## config.mk

```make
export PLATFORM = sky130hd
export DESIGN_NAME = tx_packet_arbiter
export DESIGN_NICKNAME = d
export VERILOG_FILES = /design/src/rtl/tx_arb_pkg.sv /design/src/rtl/tx_packet_arbiter_rr_pick.sv /design/src/rtl/tx_packet_arbiter.sv
export SDC_FILE = /design/constraint.sdc
export NUM_CORES = 1
export LEC_CHECK = 0
export BUFFER_PORTS_ARGS = -buffer_cell sky130_fd_sc_hd__buf_2
export CAP_MARGIN = 30
export CORE_ASPECT_RATIO = 2
export CORE_MARGIN = 5
export CORE_UTILIZATION = 45
export DETAILED_ROUTE_END_ITERATION = 10
export GPL_ROUTABILITY_DRIVEN = 0
export HOLD_SLACK_MARGIN = 0.06
export PLACE_DENSITY_LB_ADDON = 0.2
export SETUP_SLACK_MARGIN = 0.5
export SYNTH_ARGS = -nofsm -noshare
export SYNTH_HDL_FRONTEND = slang
export SYNTH_SLANG_ARGS = --single-unit
```

## constraint.sdc

```tcl
create_clock -name clk -period 4.35 [get_ports clk]
set_input_delay 0.6525 -clock clk [delete_from_list [all_inputs] [get_ports clk]]
set_output_delay 0.6525 -clock clk [all_outputs]
set_load 0.02 [all_outputs]
```

## src/rtl/tx_arb_pkg.sv

```systemverilog
`default_nettype none
// ============================================================================
//  Module      : tx_arb_pkg
//  Description : Shared constants and helpers for the TX packet arbiter:
//                flag bit positions, one-hot FSM state encoding and the
//                flag word sent to the MAC when a stalled packet is aborted.
//  Revision    : 1.0 - initial release
// ============================================================================
package tx_arb_pkg;

   // Bit positions inside the 4-bit framing flags
   localparam int FLAG_SOF = 0;
   localparam int FLAG_EOF = 1;

   // One-hot FSM state encoding
   localparam int         ST_W      = 5;
   localparam logic [4:0] S_IDLE    = 5'b00001;
   localparam logic [4:0] S_GRANT   = 5'b00010;
   localparam logic [4:0] S_PASS    = 5'b00100;
   localparam logic [4:0] S_ABORT   = 5'b01000;
   localparam logic [4:0] S_DISCARD = 5'b10000;

   // EOF-only word used to close a truncated frame towards the MAC
   localparam logic [3:0] ABORT_FLAGS = 4'b0010;

   // Encode a one-hot vector (up to 8 sources) into a binary index
   function automatic logic [2:0] onehot_to_idx(input logic [7:0] oh);
      logic [2:0] idx;
      idx = '0;
      for (int i = 0; i < 8; i++) begin
         if (oh[i]) idx = 3'(i);
      end
      return idx;
   endfunction

endpackage
`default_nettype wire

```

## src/rtl/tx_packet_arbiter_rr_pick.sv

```systemverilog
`default_nettype none
// ============================================================================
//  Module      : rr_pick
//  Description : Combinational round-robin picker. Rotates the request
//                vector so the search starts just after the last winner,
//                isolates the lowest set bit, then rotates back. Rotation
//                uses a doubled vector so no modulo arithmetic is needed.
//  Revision    : 1.0 - initial release
// ============================================================================
module rr_pick #(
   parameter int NUM_SRC = 3,
   parameter int IDX_W   = $clog2(NUM_SRC)
) (
   input  logic [NUM_SRC-1:0] i_req,
   input  logic [IDX_W-1:0]   i_last,
   output logic [NUM_SRC-1:0] o_pick,
   output logic               o_valid
);

   logic [IDX_W:0]     w_shift;
   logic [NUM_SRC-1:0] w_rot;
   logic [NUM_SRC-1:0] w_first;

   // Search starts one past the previous winner; a shift of NUM_SRC is identity
   assign w_shift = {1'b0, i_last} + (IDX_W+1)'(1);

   // Rotate right by w_shift so the preferred source lands at bit 0
   assign w_rot   = NUM_SRC'({i_req, i_req} >> w_shift);

   // Lowest set bit of the rotated vector is the winner
   assign w_first = w_rot & (~w_rot + NUM_SRC'(1));

   // Rotate the winner back left by the same amount
   assign o_pick  = NUM_SRC'(({w_first, w_first} << w_shift) >> NUM_SRC);

   assign o_valid = |i_req;

endmodule
`default_nettype wire

```

## src/rtl/tx_packet_arbiter.sv

```systemverilog
`default_nettype none
// ============================================================================
//  Module      : tx_packet_arbiter
//  Description : Shares the MAC TX framed 32-bit port between NUM_SRC packet
//                sources. Whole packets (SOF..EOF) are granted in round-robin
//                order. A granted source that stalls for TIMEOUT_CYCLES has
//                its frame closed with an EOF-only word and the remainder of
//                its packet is dropped, so one stuck source cannot lock the MAC.
//  Revision    : 1.0 - initial release
// ============================================================================
module tx_packet_arbiter
   import tx_arb_pkg::*;
#(
   parameter int NUM_SRC        = 3,
   parameter int TIMEOUT_CYCLES = 1024
) (
   input  logic                   clk,
   input  logic                   reset,
   input  logic [4*NUM_SRC-1:0]   req_flags_i,
   input  logic [32*NUM_SRC-1:0]  req_data_i,
   input  logic [NUM_SRC-1:0]     req_src_rdy_i,
   output logic [NUM_SRC-1:0]     req_dst_rdy_o,
   output logic [3:0]             wr_flags_o,
   output logic [31:0]            wr_data_o,
   output logic                   wr_src_rdy_o,
   input  logic                   wr_dst_rdy_i,
   output logic [NUM_SRC-1:0]     grant_o,
   output logic                   busy_o,
   output logic                   abort_o,
   output logic                   stray_o
);

   localparam int             IDX_W    = $clog2(NUM_SRC);
   localparam int             CNT_W    = $clog2(TIMEOUT_CYCLES);
   localparam logic [CNT_W-1:0] CNT_TERM = CNT_W'(TIMEOUT_CYCLES - 1);
   localparam logic [CNT_W-1:0] CNT_MAX  = '1;

   logic [ST_W-1:0]    r_state;
   logic [ST_W-1:0]    w_next_state;
   logic [IDX_W-1:0]   r_owner;
   logic [IDX_W-1:0]   r_last;
   logic [CNT_W-1:0]   r_cnt;

   logic [NUM_SRC-1:0] w_elig;
   logic [NUM_SRC-1:0] w_pick;
   logic               w_pick_valid;
   logic [IDX_W-1:0]   w_pick_idx;
   logic [NUM_SRC-1:0] w_own_oh;
   logic [3:0]         w_own_flags;
   logic [31:0]        w_own_data;
   logic               w_own_rdy;
   logic               w_xfer;
   logic               w_eof_xfer;
   logic               w_timeout;
   logic               w_drop_eof;

   // A source may win arbitration only while it presents a SOF word
   generate
      for (genvar g = 0; g < NUM_SRC; g++) begin : g_elig
         assign w_elig[g] = req_src_rdy_i[g] & req_flags_i[4*g + FLAG_SOF];
      end
   endgenerate

   rr_pick #(
      .NUM_SRC (NUM_SRC),
      .IDX_W   (IDX_W)
   ) u_rr_pick (
      .i_req   (w_elig),
      .i_last  (r_last),
      .o_pick  (w_pick),
      .o_valid (w_pick_valid)
   );

   assign w_pick_idx  = IDX_W'(onehot_to_idx(8'(w_pick)));
   assign w_own_oh    = {{(NUM_SRC-1){1'b0}}, 1'b1} << r_owner;
   assign w_own_flags = req_flags_i[4*r_owner +: 4];
   assign w_own_data  = req_data_i[32*r_owner +: 32];
   assign w_own_rdy   = req_src_rdy_i[r_owner];

   assign w_xfer      = (r_state == S_PASS) && w_own_rdy && wr_dst_rdy_i;
   assign w_eof_xfer  = w_xfer && w_own_flags[FLAG_EOF];
   // Terminal count only fires on a genuine idle cycle; an EOF transfer
   // needs the source ready, so it always takes priority over an abort
   assign w_timeout   = (r_state == S_PASS) && (r_cnt == CNT_TERM) &&
                        !w_own_rdy && wr_dst_rdy_i;
   assign w_drop_eof  = (r_state == S_DISCARD) && w_own_rdy &&
                        w_own_flags[FLAG_EOF];

   // State register
   always_ff @(posedge clk or posedge reset) begin
      if (reset) r_state <= S_IDLE;
      else       r_state <= w_next_state;
   end

   // Next-state logic
   always_comb begin
      w_next_state = r_state;
      case (r_state)
         S_IDLE:    if (w_pick_valid) w_next_state = S_GRANT;
         S_GRANT:   w_next_state = S_PASS;
         S_PASS: begin
            if (w_eof_xfer)     w_next_state = S_IDLE;
            else if (w_timeout) w_next_state = S_ABORT;
         end
         S_ABORT:   if (wr_dst_rdy_i) w_next_state = S_DISCARD;
         S_DISCARD: if (w_drop_eof)   w_next_state = S_IDLE;
         default:   w_next_state = S_IDLE;
      endcase
   end

   // Owner captured at arbitration; last updated when a packet fully ends
   always_ff @(posedge clk or posedge reset) begin
      if (reset) begin
         r_owner <= '0;
         r_last  <= IDX_W'(NUM_SRC - 1);
      end else begin
         if ((r_state == S_IDLE) && w_pick_valid) r_owner <= w_pick_idx;
         if (w_eof_xfer || w_drop_eof)            r_last  <= r_owner;
      end
   end

   // Stall counter: counts only cycles where the owner is idle and the MAC is ready
   always_ff @(posedge clk or posedge reset) begin
      if (reset) begin
         r_cnt <= '0;
      end else if ((r_state != S_PASS) || w_xfer || !wr_dst_rdy_i) begin
         r_cnt <= '0;
      end else if (!w_own_rdy && (r_cnt != CNT_MAX)) begin
         r_cnt <= r_cnt + CNT_W'(1);
      end
   end

   // Output decode and data-path mux
   always_comb begin
      req_dst_rdy_o = '0;
      wr_flags_o    = '0;
      wr_data_o     = '0;
      wr_src_rdy_o  = 1'b0;
      abort_o       = 1'b0;
      stray_o       = 1'b0;
      busy_o        = (r_state != S_IDLE);
      grant_o       = (r_state != S_IDLE) ? w_own_oh : '0;
      case (r_state)
         S_IDLE: begin
            // With no SOF anywhere, every ready source holds a stray word
            if (!w_pick_valid && !reset) begin
               req_dst_rdy_o = req_src_rdy_i;
               stray_o       = |req_src_rdy_i;
            end
         end
         S_PASS: begin
            wr_flags_o             = w_own_flags;
            wr_data_o              = w_own_data;
            wr_src_rdy_o           = w_own_rdy;
            req_dst_rdy_o[r_owner] = wr_dst_rdy_i;
            abort_o                = w_timeout;
         end
         S_ABORT: begin
            wr_flags_o   = ABORT_FLAGS;
            wr_src_rdy_o = 1'b1;
         end
         S_DISCARD: begin
            req_dst_rdy_o[r_owner] = 1'b1;
         end
         default: ;
      endcase
   end

endmodule
`default_nettype wire

```

* After elaboration in Yosys (flattened, before gate mapping)
Index checks and enable logic that the tools add are counted.
** Storage, ports and cells
- Register bits :: 19
- Input bits :: 114
- Output and inout port bits :: 46
- Logic and storage cells :: 79
** Cells by class
- $add $sub $neg :: 3
- $lt $le $gt $ge :: 2
- Eq/ne operators :: 13
- Shift operators :: 5
- Muxes and demuxes :: 23
- Bitwise logic cells :: 6
- Reduce and logical (&&, ||, !) cells :: 23
** Operators by type and width (count)
- 96-bit by 8-bit indexed part select with 32-bit output :: 1
- 32-bit 2-to-1 mux :: 1
- 5-bit 2-to-1 mux :: 5
- 5-bit one-hot mux with 5 select lines :: 1
- 10-bit 2-to-1 mux :: 2
- 1-bit logical AND :: 12
- 12-bit by 5-bit indexed part select with 4-bit output :: 1
- 10-bit by 1-bit adder with 10-bit output, second input constant :: 1
- 10-bit == test, second input constant :: 1
- 10-bit != test, second input constant :: 1
- 3-bit one-hot mux with 3 select lines :: 1
- 4-bit one-hot mux with 2 select lines :: 1
- 3-bit bitwise AND :: 2
- 1-bit 2-to-1 mux :: 6
- 3-bit 2-to-1 mux :: 2
- 2-bit != test, second input constant :: 3
- 3-bit OR reduction :: 2
- 6-bit by 3-bit << shifter with 6-bit output :: 1
- 6-bit by 3-bit >> shifter with 3-bit output :: 1
- 5-bit by 1-bit == test with 1-bit output, second input constant :: 1
- 5-bit by 2-bit == test with 1-bit output, second input constant :: 1
- 5-bit by 3-bit == test with 1-bit output, second input constant :: 1
- 5-bit by 4-bit == test with 1-bit output, second input constant :: 1
- 5-bit == test, second input constant :: 1
- 18 further kinds :: 25

* Depth between registers and ports, before layout
Gate-level depths: netlist of run 1.
- Depth in word-level cells :: 8
- Mapped depth :: 7
- Gate-level depth less buffers :: 6

* Modules after synthesis
From an unflattened synthesis of run 1, not the netlist that was laid out.
** Second synthesis, totals
- Cells, all modules :: 327
- Area, all modules :: 2404.8 µm²
** By module, submodules not included
- tx_packet_arbiter :: times used 1, cells each 294, area each 2162.1 µm², sequential area each 478.0 µm²
- rr_pick :: times used 1, cells each 33, area each 242.7 µm², sequential area each 0.0 µm²

* Least setup slack after synthesis of run 1
No wires, ideal clock.
- Kind :: reg-to-output
- Start :: reg r_state[1]
- End :: out req_dst_rdy_o[0]
- Data arrival time :: 1.778 ns
- Required time :: 3.697 ns
- Slack :: 1.920 ns
- Cell stages (with the launch flop) :: 5
- Path buffers :: 1
- Cell sequence :: dfrtp_1 or2_2 clkbuf_1 or3_1 o31ai_1
** Between the ends
- Longest elaborated chain between the ends :: 2
- Elaborated cells between the ends (all ways) :: 4
- Classes of those cells :: 3 x eq/ne; 1 x mux
** RTL lines
- start: declaration :: line tx_packet_arbiter.sv:38 : logic [ST_W-1:0] r_state;
- start signal: assignment :: line tx_packet_arbiter.sv:92 : else r_state <= w_next_state;
- 5-bit == test (tied with other cells) :: line tx_packet_arbiter.sv:143 : case (r_state)
- 3-bit one-hot mux with 3 select lines * :: line tx_packet_arbiter.sv:143
- end: declaration :: line tx_packet_arbiter.sv:22 : output logic [NUM_SRC-1:0] req_dst_rdy_o,
Mark *: on every way between the ends. The rest lies on a longest branch, timed or not.

* Worst setup path in the final report of run 1
- Start :: reg r_owner[1]
- End :: out abort_o
** Between the ends
- Longest elaborated chain between the ends :: 6
** RTL lines
- start: declaration :: line tx_packet_arbiter.sv:40 : logic [IDX_W-1:0] r_owner;
- start signal: assignment :: line tx_packet_arbiter.sv:117 : if ((r_state == S_IDLE) && w_pick_valid) r_owner <= w_pick_idx;
- 1-bit binary-select mux with 2-bit select :: line tx_packet_arbiter.sv:78 : assign w_own_rdy = req_src_rdy_i[r_owner];
- 1-bit 2-to-1 mux (implied by the code) :: line tx_packet_arbiter.sv:78
- 1-bit zero test :: line tx_packet_arbiter.sv:85 : !w_own_rdy && wr_dst_rdy_i;
- 1-bit logical AND :: line tx_packet_arbiter.sv:84 : assign w_timeout = (r_state == S_PASS) && (r_cnt == CNT_TERM) &&
- 1-bit logical AND :: line tx_packet_arbiter.sv:85
- 1-bit 2-to-1 mux :: line tx_packet_arbiter.sv:143
- end: declaration :: line tx_packet_arbiter.sv:29 : output logic abort_o,
No other way between the ends. The select of a mux whose other input is x is not followed.

==> results of run 1 <==
-- worst min-delay path by stage --
stage	startpoint	end	slack, ps	depth (start not counted)
after global placement	r_cnt[1]	r_cnt[1]	520	1
after detailed placement	r_cnt[1]	r_cnt[1]	520	1
after global routing	r_cnt[1]	r_cnt[1]	580	1
after CTS	r_cnt[1]	r_cnt[1]	540	1
final	reset	r_cnt[1]	520	2
after floorplan	r_cnt[1]	r_cnt[1]	500	1
-- placed cells by master (no fill, tap or decap), types with 2 or more instances in the layout --
cell type | synthesis | routed
nand3b_1 | 3 | 3
clkbuf_8 | 0 | 3
xor2_1 | 2 | 2
buf_2 | 9 | 159
mux2_2 | 2 | 2
nor3_1 | 6 | 6
nor2b_1 | 3 | 2
nand4b_1 | 2 | 2
a31oi_1 | 4 | 4
nand2b_1 | 2 | 2
inv_1 | 5 | 5
or2_2 | 2 | 2
nand3_1 | 8 | 8
or3_1 | 7 | 7
buf_4 | 1 | 3
a21oi_1 | 44 | 44
nor2_1 | 87 | 87
nand4_1 | 2 | 2
and2_1 | 5 | 5
mux2i_1 | 38 | 38
o21ai_0 | 7 | 7
o21ai_1 | 4 | 4
nand2_1 | 15 | 15
dfstp_2 | 2 | 2
o221ai_1 | 2 | 2
nor3b_1 | 2 | 2
ha_1 | 2 | 2
dfrtp_1 | 17 | 16
-- per-layer routing --
layer / part of all wire, % / vias up
met1: 37 / 1321
met2: 54 / 118
met3: 7.1 / 15
li1: - / 1433
met4: 2.2 / 0
met5: 0 / -
-- cells by family (layout without fill, tap and decap cells) --
family | after synthesis | in the layout | share of synthesized area (%)
AND/OR/NAND/NOR | 153 | 153 | 32.33
AO/OA/AOI/OAI | 77 | 77 | 19.92
multiplexers | 41 | 41 | 18.66
buffers and inverters | 32 | 172 | 6.257
flip-flops | 19 | 19 | 20.97
adder cells (fa/ha/maj) | 2 | 2 | 1.098
XOR/XNOR | 2 | 2 | 0.7685
-- worst max-delay path: stages (launching register included) --
cell and delay [ps]:
dfrtp_1 630, buf_4 380, o22ai_2 180, nor4_4 670
buf_2 280
-- per-stage QoR --
stage | worst slack (ps) | area [um^2] | total power (uW) | std cells | util, %
5_1_grt | 1109 | 3123 | 1533 | 523 | 63.61
4_1_cts | 1275 | 3123 | 1410 | 523 | 63.61
3_5_place_dp | 1568 | 3077 | 1279 | 519 | 62.67
6_report | 1269 | 3123 | 1410 | 523 | 63.61
2_1_floorplan | 1920 | 2280 | 1036 | 326 | -
3_3_place_gp | 1644 | 3049 | 1256 | 518 | 62.11
-- power breakdown --
| group | switching (uW) | internal [uW] |
|---|---|---|
| combinational | 558 | 413 |
| clock | 65.4 | 64.0 |
| sequential | 98.3 | 211 |
-- cell type report --
class / count / area [um^2] / share of cell area, %
Tap cell: 57 / 71.32 / 2.284
Clock buffer: 3 / 41.29 / 1.322
Clock inverter: 1 / 5.005 / 0.1603
Timing Repair Buffer: 163 / 845.8 / 27.08
Inverter: 5 / 18.77 / 0.6010
Sequential cell: 19 / 479.2 / 15.34
Multi-Input combinational cell: 275 / 1662 / 53.20
-- sequential cells by signal, summed over array words and instances (netlist names) --
signal	cells
r_state	5
r_owner	2
r_cnt	10
r_last	2
==> impl_metrics.toml, run 1 <==
[timing]
final-hold-violation-count = 0
setup_viol = 0
worst_slew_pin_slew_ps = 743.2
slew-limit-headroom_pct = 50.40
final_max_slew_viol_count = 0
period_minus_slack_ps = 3081
min_period_over_period_pct = 70.82
fmax_mhz = 324.6
holdWs_ps = 524.6
fin_setup_tns_ps = 0
rsz0062_at_grt = "no"
skew_ps = 4.119

[detailed_routing]
drt_pass1_iterations = 4
viasPerCell = 5.520
drc = 0
drt_iter0_drc = 125
vias = 2887
route.antenna.remaining_nets = 0
drt-total-wl_mm = 8.459
routedWlPerCell_um = 16.17

[critical_path]
cp.required_ps = 3700
reg2reg_to = "r_last[0]"
critPathLaunch = "r_owner[1]"
worst-path-max-fanout = 30
crit_path_end_kind = "primary output"
reg2regPathDepth = 6
critPathCapture = "abort_o"
critPathKind = "register to primary output"
arrival_ps = 2430
r2r-start = "r_owner[0]"
worstSetupStartpointType = "register"
reg2reg_slack_ps = 2020

[global_routing]
grtUsageMet3_pct = 4.895
grt_max_degree = 31
antenna_found_initial = 0
grt_pass1_vias = 2965
met1_usage_pct = 29.33
grtUsageTotal_pct = 25.92
grtUsageMet2_pct = 45.81
grt_pass1_wl_mm = 13.59
grt.overflow.total = 0
top_usage_layer = "met2"

[clocking]
clockBufferDepth = 2
cts_hold_buf = 0
post_cts_buffers = 0
cts-htree-levels = 1
cts_resized = 0
numCtsBuffers = 3
clock_sinks = 19
path_clk_slew_ps = 80
clock_latency_ps = 270
cts-root-buf = "clkbuf_8"
cts_tree = "yes"

[placed_design]
dpl.hpwl_mm = 7.070
io_buffers = 159

[pwr]
leakagePower_uw = 0.001650
p_per_area_nw_per_um2 = 451.4
vdd.ir_drop.worst_v = 0.0004848

[yosys]
syn-num-nets = 442
synthFlopType = "dfrtp_1"
ys_seq_area_share_pct = 20.97
synth_cell_types = 56
yosysTopAreaCellShare_pct = 18.66
synth.cells.most_frequent = "nor2_1, a21oi_1, mux2i_1, dfrtp_1, nand2_1"
syn_area_per_cell_um2 = 6.993
yosysTopAreaCell = "dfrtp_1"
ys_seq_elements = 19
synth_most_common_cell = "nor2_1"
yosys-top-cells-area = "dfrtp_1, mux2i_1, nor2_1"
yosysWarnings = 0
syn-instance-count = 326
netlist_area_um2 = 2280
async_flop_share_pct = 100.0
synth_edf_count = 0

[hold_path]
hold_path_class = "input pin to async pin"

[finish]
area_growth_pct = 36.99
drive_gt1_share_pct = 39.06
fill_cells = 475
nNetsFinal = 583
n_antenna_cell = 0

[floorplan]
row_count = 36
die_h_um = 110.7
die_w_um = 60.33
io_pins = 160
die_area_um2 = 6676
core_um2 = 4910
initial_core_util_pct = 46.43

[outcome]
run_status = "complete, no violations"

[run]
cap_violations = 0
Power figures use the tool's default switching activity.
==> run 2: changes to the inputs <==
CORE_UTILIZATION = 38   (was 45)
clock period = 2.8 ns   (was 4.35 ns; I/O delays follow)
==> run 2 against run 1 <==
First-iteration DRC count shrank 8.8%; non-clock buffer count grew 5; critical endpoint is now req_dst_rdy_o[0]; flip-flop and latch count is the same; die area grew 16%; largest cell class unchanged; critical path type unchanged; cell count grew 2.1%; critical path depth is the same; via count shrank 0.87%.
==> impl_metrics.toml, run 2 (same netlist as run 1, synthesis figures left out) <==
[outcome]
run_status = "complete, no violations"

[finish]
n_antenna_cell = 0
top_regs = "r_cnt: 10 flops, r_state: 5 flops"
nNetsFinal = 588
largest_register = "r_cnt"
mostFrequentLayoutCell = "buf_2"
area_growth_pct = 42.26
postLayoutCellArea_um2 = 3243
largest_register_ffs = 10
final_cell_mix = "buf_2, nor2_1, a21oi_1"
drive_gt1_share_pct = 41.40
final_cells = 534

[timing]
fin_setup_tns_ps = 0
skew_ps = 0.9548
holdWs_ps = 318.5
fmax_mhz = 450.1
rsz0062_at_grt = "no"
slew-limit-headroom_pct = 52.66
worst_slew_pin_slew_ps = 709.4
final-hold-violation-count = 0
setup_viol = 0
final_max_slew_viol_count = 0
period_minus_slack_ps = 2222
min_period_over_period_pct = 79.34

[pwr]
p_per_area_nw_per_um2 = 730.3
vdd.ir_drop.worst_v = 0.0003764
leakagePower_uw = 0.001693
total_power_uw = 2368

[detailed_routing]
routedWlPerCell_um = 14.99
drt-total-wl_mm = 8.002
vias = 2862
drt_iter0_drc = 114
route.antenna.remaining_nets = 0
drc = 0
drt_pass1_iterations = 4
viasPerCell = 5.360

[run]
cap_violations = 0

[critical_path]
worst-path-max-fanout = 6
r2r-start = "r_owner[1]"
max_stage_delay_ps = 450
worstSetupStartpointType = "register"
reg2reg_to = "r_cnt[1]"
reg2regPathDepth = 6
reg2reg_slack_ps = 870
critPathKind = "register to primary output"
arrival_ps = 1800
path_cells = "or2_4 -> or3_1 -> o31ai_1 -> buf_2"
crit_path_end_kind = "primary output"
slowest_stage = "dfrtp_2"
cp.required_ps = 2380

[global_routing]
grt_max_degree = 38
grt_pass1_wl_mm = 12.55
antenna_found_initial = 0
grt.overflow.total = 0
grtUsageTotal_pct = 19.56
grt_pass1_vias = 2678

[clocking]
cts_tree = "yes"
numCtsBuffers = 3
cts_hold_buf = 0
path_clk_slew_ps = 50
cts-htree-levels = 1
clock_latency_ps = 250
clockBufferDepth = 2
clock_sinks = 19
cts-root-buf = "clkbuf_16"

[placed_design]
placed_area_um2 = 3099
dpl.hpwl_mm = 6.335
io_buffers = 159
placed_cells = 528

[hold_path]
hold_path_class = "input pin to async pin"

[floorplan]
row_count = 40
io_pins = 160
initial_core_util_pct = 38.60
die_h_um = 119.5
die_w_um = 64.77
die_area_um2 = 7742
core_um2 = 5906
run 2: changes by cell type in the layout (fill, tap and decap cells not counted), moves of 2 or more:
cell and delta:
buf_4 +3, clkbuf_16 +3, buf_6 +2, clkbuf_8 -3, dfrtp_2 +3, dfrtp_1 -4
run 2: through the flow:
step           util [%]  setup slack [ps]
2_1_floorplan         -             602.0
3_3_place_gp      52.48             609.5
3_5_place_dp      52.48             632.2
4_1_cts           54.26             485.5
5_1_grt           54.92             492.0
6_report          54.92             578.4
run 2: metal layers:
metal / share of wire, % / track usage (%) / up-vias
met5: 0 / 0 / -
met4: 2.1 / 5.960 / 0
met3: 9.5 / 3.745 / 12
met2: 48 / 32.65 / 140
met1: 40 / 25.12 / 1266
li1: - / - / 1444
run 2: worst max path at each step:
stage | start | end | slack [ps] | depth (start not counted)
2_1_floorplan | r_state[1] | req_dst_rdy_o[0] | 600 | 4
3_3_place_gp | r_state[2] | req_dst_rdy_o[0] | 610 | 7
3_5_place_dp | r_state[2] | req_dst_rdy_o[0] | 630 | 7
4_1_cts | r_owner[0] | abort_o | 490 | 4
5_1_grt | r_state[2] | req_dst_rdy_o[0] | 490 | 7
6_report | r_state[1] | req_dst_rdy_o[0] | 580 | 4
run 2: report_power, final:
part / internal, uW / switching (uW) / total, uW / leakage [uW]
logic: 717 / 934 / 1650 / 0.00141
clock network: 191 / 95.3 / 286 / 0.0000409
registers: 335 / 95.9 / 431 / 0.000245
total: 1240 / 1130 / 2370 / 0.00169
run 2: layout make-up:
cell class | instances | area (um^2)
fillers | 599 | 2663
multi-input cells | 275 | 1695
repair buffers | 168 | 883.3
flip-flops and latches | 19 | 486.7
well taps | 63 | 78.83
clock buffers | 3 | 75.07
inverters | 5 | 18.77
clock inverters | 1 | 5.005
run 2: repair_timing:
action	CTS	global route
pin swaps	1	1
buffers inserted	0	2
endpoints found under the setup margin	28	27
gates resized for setup	5	10
run 2: worst max-delay path, delay by kind of cell (launching register included):
kind / cells / cell delay (ps)
AOI/OAI and AO/OA: 1 / 210
buffers and inverters: 1 / 210
DFF: 1 / 450
and+or+nand+nor: 2 / 680
